[src/rtl/fetch_queue_pkg.sv]
// Shared fetch/decode packet type, the decode-side NOP filler and the
// default fetch-queue depth.
package fetch_queue_pkg;

    localparam int          FETCH_Q_DEPTH = 4;
    localparam logic [31:0] NOP_INSTR     = 32'h00000013;

    typedef struct packed {
        logic [63:0] pc;
        logic [31:0] instr;
        logic        valid;
    } pipe_common;

    // Stored payload only; validity of an entry is implied by the pointers.
    typedef struct packed {
        logic [63:0] pc;
        logic [31:0] instr;
    } fq_entry_t;

endpackage

[src/rtl/fetch_queue.sv]
// Fetch-to-decode decoupling queue: DEPTH-entry circular buffer in program
// order, valid/ready on both sides, whole-queue drop on redirect flush.
module fetch_queue
    import fetch_queue_pkg::*;
#(
    parameter int DEPTH = FETCH_Q_DEPTH
) (
    input  logic                     clk,
    input  logic                     rst_n,
    input  logic                     flush,
    input  pipe_common               if_in,
    output logic                     if_ready,
    output pipe_common               id_out,
    input  logic                     id_ready,
    output logic [$clog2(DEPTH):0]   occupancy
);

    localparam int PW = $clog2(DEPTH);
    localparam int CW = PW + 1;

    generate
        if ((DEPTH < 2) || ((DEPTH & (DEPTH - 1)) != 0)) begin : g_bad_depth
            $error("fetch_queue: DEPTH must be a power of two and at least 2");
        end
    endgenerate

    logic [PW-1:0] wp_q, wp_d;
    logic [PW-1:0] rp_q, rp_d;
    logic [CW-1:0] cnt_q, cnt_d;
    fq_entry_t     mem_q [DEPTH];

    logic not_empty;
    logic enq;
    logic deq;

    assign not_empty = (cnt_q != '0);
    assign if_ready  = (cnt_q != CW'(DEPTH));
    assign occupancy = cnt_q;

    always_comb begin
        enq = if_in.valid && if_ready && !flush;
        deq = not_empty && id_ready && !flush;
    end

    always_comb begin
        wp_d  = wp_q;
        rp_d  = rp_q;
        cnt_d = cnt_q;
        if (flush) begin
            wp_d  = '0;
            rp_d  = '0;
            cnt_d = '0;
        end else begin
            if (enq) wp_d = wp_q + 1'b1;
            if (deq) rp_d = rp_q + 1'b1;
            cnt_d = cnt_q + CW'(enq) - CW'(deq);
        end
    end

    always_ff @(posedge clk or negedge rst_n) begin
        if (!rst_n) begin
            wp_q  <= '0;
            rp_q  <= '0;
            cnt_q <= '0;
        end else begin
            wp_q  <= wp_d;
            rp_q  <= rp_d;
            cnt_q <= cnt_d;
        end
    end

    // Payload storage carries no reset; pointers alone define what is live.
    always_ff @(posedge clk) begin
        if (enq) begin
            mem_q[wp_q] <= '{pc: if_in.pc, instr: if_in.instr};
        end
    end

    always_comb begin
        id_out.valid = not_empty;
        id_out.pc    = '0;
        id_out.instr = NOP_INSTR;
        if (not_empty) begin
            id_out.pc    = mem_q[rp_q].pc;
            id_out.instr = mem_q[rp_q].instr;
        end
    end

endmodule
[config.mk]
export PLATFORM = sky130hd
export DESIGN_NAME = fetch_queue
export DESIGN_NICKNAME = d
export VERILOG_FILES = /design/src/rtl/fetch_queue_pkg.sv /design/src/rtl/fetch_queue.sv
export SDC_FILE = /design/constraint.sdc
export NUM_CORES = 1
export LEC_CHECK = 0
export CORE_MARGIN = 2
export CORE_UTILIZATION = 45
export CTS_CLUSTER_DIAMETER = 60
export CTS_CLUSTER_SIZE = 30
export DETAILED_ROUTE_END_ITERATION = 10
export GPL_ROUTABILITY_DRIVEN = 0
export MAX_ROUTING_LAYER = met4
export PLACE_DENSITY = 0.7
export RECOVER_POWER = 50
export SYNTH_ARGS = -nofsm -noshare
export SYNTH_HDL_FRONTEND = slang
export SYNTH_SLANG_ARGS = --single-unit
[constraint.sdc]
create_clock -name clk -period 3.3 [get_ports clk]
set_input_delay 0.66 -clock clk [delete_from_list [all_inputs] [get_ports clk]]
set_output_delay 0.66 -clock clk [all_outputs]
set_load 0.01 [all_outputs]
==> impl_metrics.yaml <==
worst_setup_path:
  critPathLaunchType: "flip-flop"
  r2r-end: "mem_q[2][52]$_DFFE_PP_"
  critical_path.startpoint: "rp_q[0]$_DFFE_PN0P_"
  path_class: "flip-flop to output port"
  cp.arrival_ns: 2.55
  reg2reg_slack_ns: 0.31
  cp.required_ns: 2.64
  rr_worst_depth: 5
  rr_startpoint: "occupancy[2]$_DFF_PN0_"
  end_kind: "output port"
  crit_path_max_fanout: 11
drt:
  drtIter0Drc: 481
  first_pass_iters: 6
  ant_nets: 0
  viasPerCell: 5.14
  vias: 7038
  remaining_drc_errors: 0
  totalWireLength_microns: 28600
  avgRoutedWirePerCell_microns: 20.9
synthesis:
  synthTopCellsByCount: "384 x edfxtp_1, 98 x and2_1, 96 x mux4_2"
  synthesis.nets: 767
  ys_seq_area_frac: 0.784
  yosys_most_used_dff: "edfxtp_1"
  synth.distinct_cells: 25
  synth_area_leaders: "edfxtp_1 77%, mux4_2 14%, and2_1 4.1%"
  synth-seq-cells: 391
  synth_most_common_cell: "edfxtp_1"
  synth_edf_count: 384
  synth_top_area_frac: 0.772
  synth_area_per_cell_sq_um: 22.7
  ys_warn_count: 0
  netlist_instances: 659
  synth_top_area_cell: "edfxtp_1"
  ys_async_sr_fraction: 0.0179
  netlist_area_sq_um: 14900
place:
  pre_cts_ws_ns: 0.271
  hpwl_microns: 17200
  placed_cells: 1291
  portBuffers: 201
cells_and_area:
  seq_area_sq_um: 11700
  area_growth_pct: 26.0
  fill_cells: 2394
  layout.cells.non_filler: 1369
  drive_gt1_frac: 0.206
  finalNetCount: 1004
  multi_input_area_sq_um: 3020
global_route:
  grt_max_degree: 73
  grt_usage: 0.172
  grt_pass1_vias: 7506
  antenna_found_initial: 9
  grt_pass1_wl_microns: 43300
  gr-total-overflow: 0
sta:
  rsz0062_at_grt: "false"
  tightest_slew_ns: 1.60
  worst_slack_ns: 0.0878
  hold_viol: 0
  fmax_mhz: 311
  period_needed_ns: 3.21
  finalClockSkew_ns: 0.0192
  max-slew-margin-rel: -0.0693
  slew_violations: 15
  setup_viol: 0
  finalCritPeriodShare: 0.973
run_status:
  outcome: "finished, violations left"
  violations: "capacitance limit, slew limit"
floorplan:
  die_x_microns: 186
  io_pins: 202
  start_util: 0.458
  rows: 66
  die-area_sq_um: 34700
  die_y_microns: 186
  coreArea_sq_um: 32600
clock_network:
  worstSkewPairLatency_ns: 0.56
  cts_buffers: 27
  clk_path_buf_depth: 3
  clock-sinks: 391
  path_clk_slew_ns: 0.09
  cts_tree: "yes"
  cts_root_buf: "clkbuf_16"
  htree_levels: 1
  hold_buffers: 0
hold_path:
  hp-class: "input port to async pin"
power_and_ir_drop:
  power_density_nw_per_um2: 718
  p_total_uw: 13500
  p_leak_uw: 0.00607
  ir_drop_v: 0.000506
flow_run:
  drv_cap: 1
==> power by group <==
group,switching (uW),internal (uW)
logic,1880,2420
clock network,1780,1610
registers,101,5720
total,3760,9760
==> metal layers <==
metal / vias up / global-route usage / part of all wire
met4: 0 / 0.0381 / 0.024
met5: - / - / 0
met1: 3647 / 0.221 / 0.42
li1: 3175 / - / -
met2: 173 / 0.287 / 0.50
met3: 43 / 0.0356 / 0.053
==> area by class of cell <==
type / count / share of cell area
multi-input cells: 226 / 0.160
well taps: 442 / 0.0294
flip-flops and latches: 391 / 0.623
diodes: 10 / 0.00133
clock inverters: 22 / 0.0122
repair buffers: 242 / 0.137
inverters: 8 / 0.00160
clock buffers: 28 / 0.0361
==> worst max path at each step <==
stage                                         to  cells past startpoint
after floorplan            mem_q[0][0]$_DFFE_PP_                      3
after global placement    occupancy[2]$_DFF_PN0_                     12
after detailed placement  occupancy[2]$_DFF_PN0_                     12
after CTS                              id_out[1]                      5
after global routing                  id_out[90]                      5
final                                 id_out[90]                      5
==> kinds of logic (layout without fill, tap and decap cells) <==
logic type / Yosys count / after routing / share of synthesized area
xor gates and xnor gates: 2 / 2 / 0.00117
adders and majority gates: 7 / 7 / 0.00637
muxes: 96 / 96 / 0.145
AOI/OAI and AO/OA: 7 / 7 / 0.00251
other: 0 / 10 / 0
buffers and inverters: 42 / 300 / 0.0146
DFF: 391 / 391 / 0.784
and+or+nand+nor: 114 / 114 / 0.0469
==> flip-flops by register name (all words and copies together) (netlist names) <==
signal and count:
wp_q 2, rp_q 2, mem_q 384, occupancy 3
==> critical path, stage by stage, from the launching register on <==
cell and delay, ns:
dfrtp_4 0.49, buf_4 0.17, buf_12 0.15, mux4_2 0.50, and2_1 0.17, clkdlybuf4s50_1 0.51
==> cell usage in the layout (no fill, tap or decap), types with 3 or more instances in the layout <==
cell type	instances
inv_1	7
buf_4	18
dlygate4sd2_1	27
ha_1	6
clkinvlp_4	6
or2_1	3
and2_1	95
nor2_1	4
dlygate4sd3_1	98
buf_12	17
dfrtp_1	5
mux4_2	96
edfxtp_1	384
clkbuf_16	27
o21ai_0	3
a21oi_1	3
clkdlybuf4s50_1	74
clkinv_8	3
inv_8	6
diode_2	10
==> repair_timing <==
action	CTS	global route
buffers inserted	5	12
setup endpoints to repair	82	24
hold endpoints to repair	0	0
gates resized for setup	32	4
gates cloned	3	0
==> metrics by stage <==
stage / hold WS, ns / cell area (sq um) / setup TNS (ns) / util
after CTS: 0.339 / 18800 / -0.0463 / 0.575
final: 0.436 / 18800 / 0 / 0.577
after global placement: 0.598 / 17700 / 0 / 0.543
after detailed placement: 0.602 / 17700 / 0 / 0.543
after global routing: 0.433 / 18800 / 0 / 0.577
after floorplan: 0.364 / 14900 / 0 / -
(Power assumes the default switching activity.)
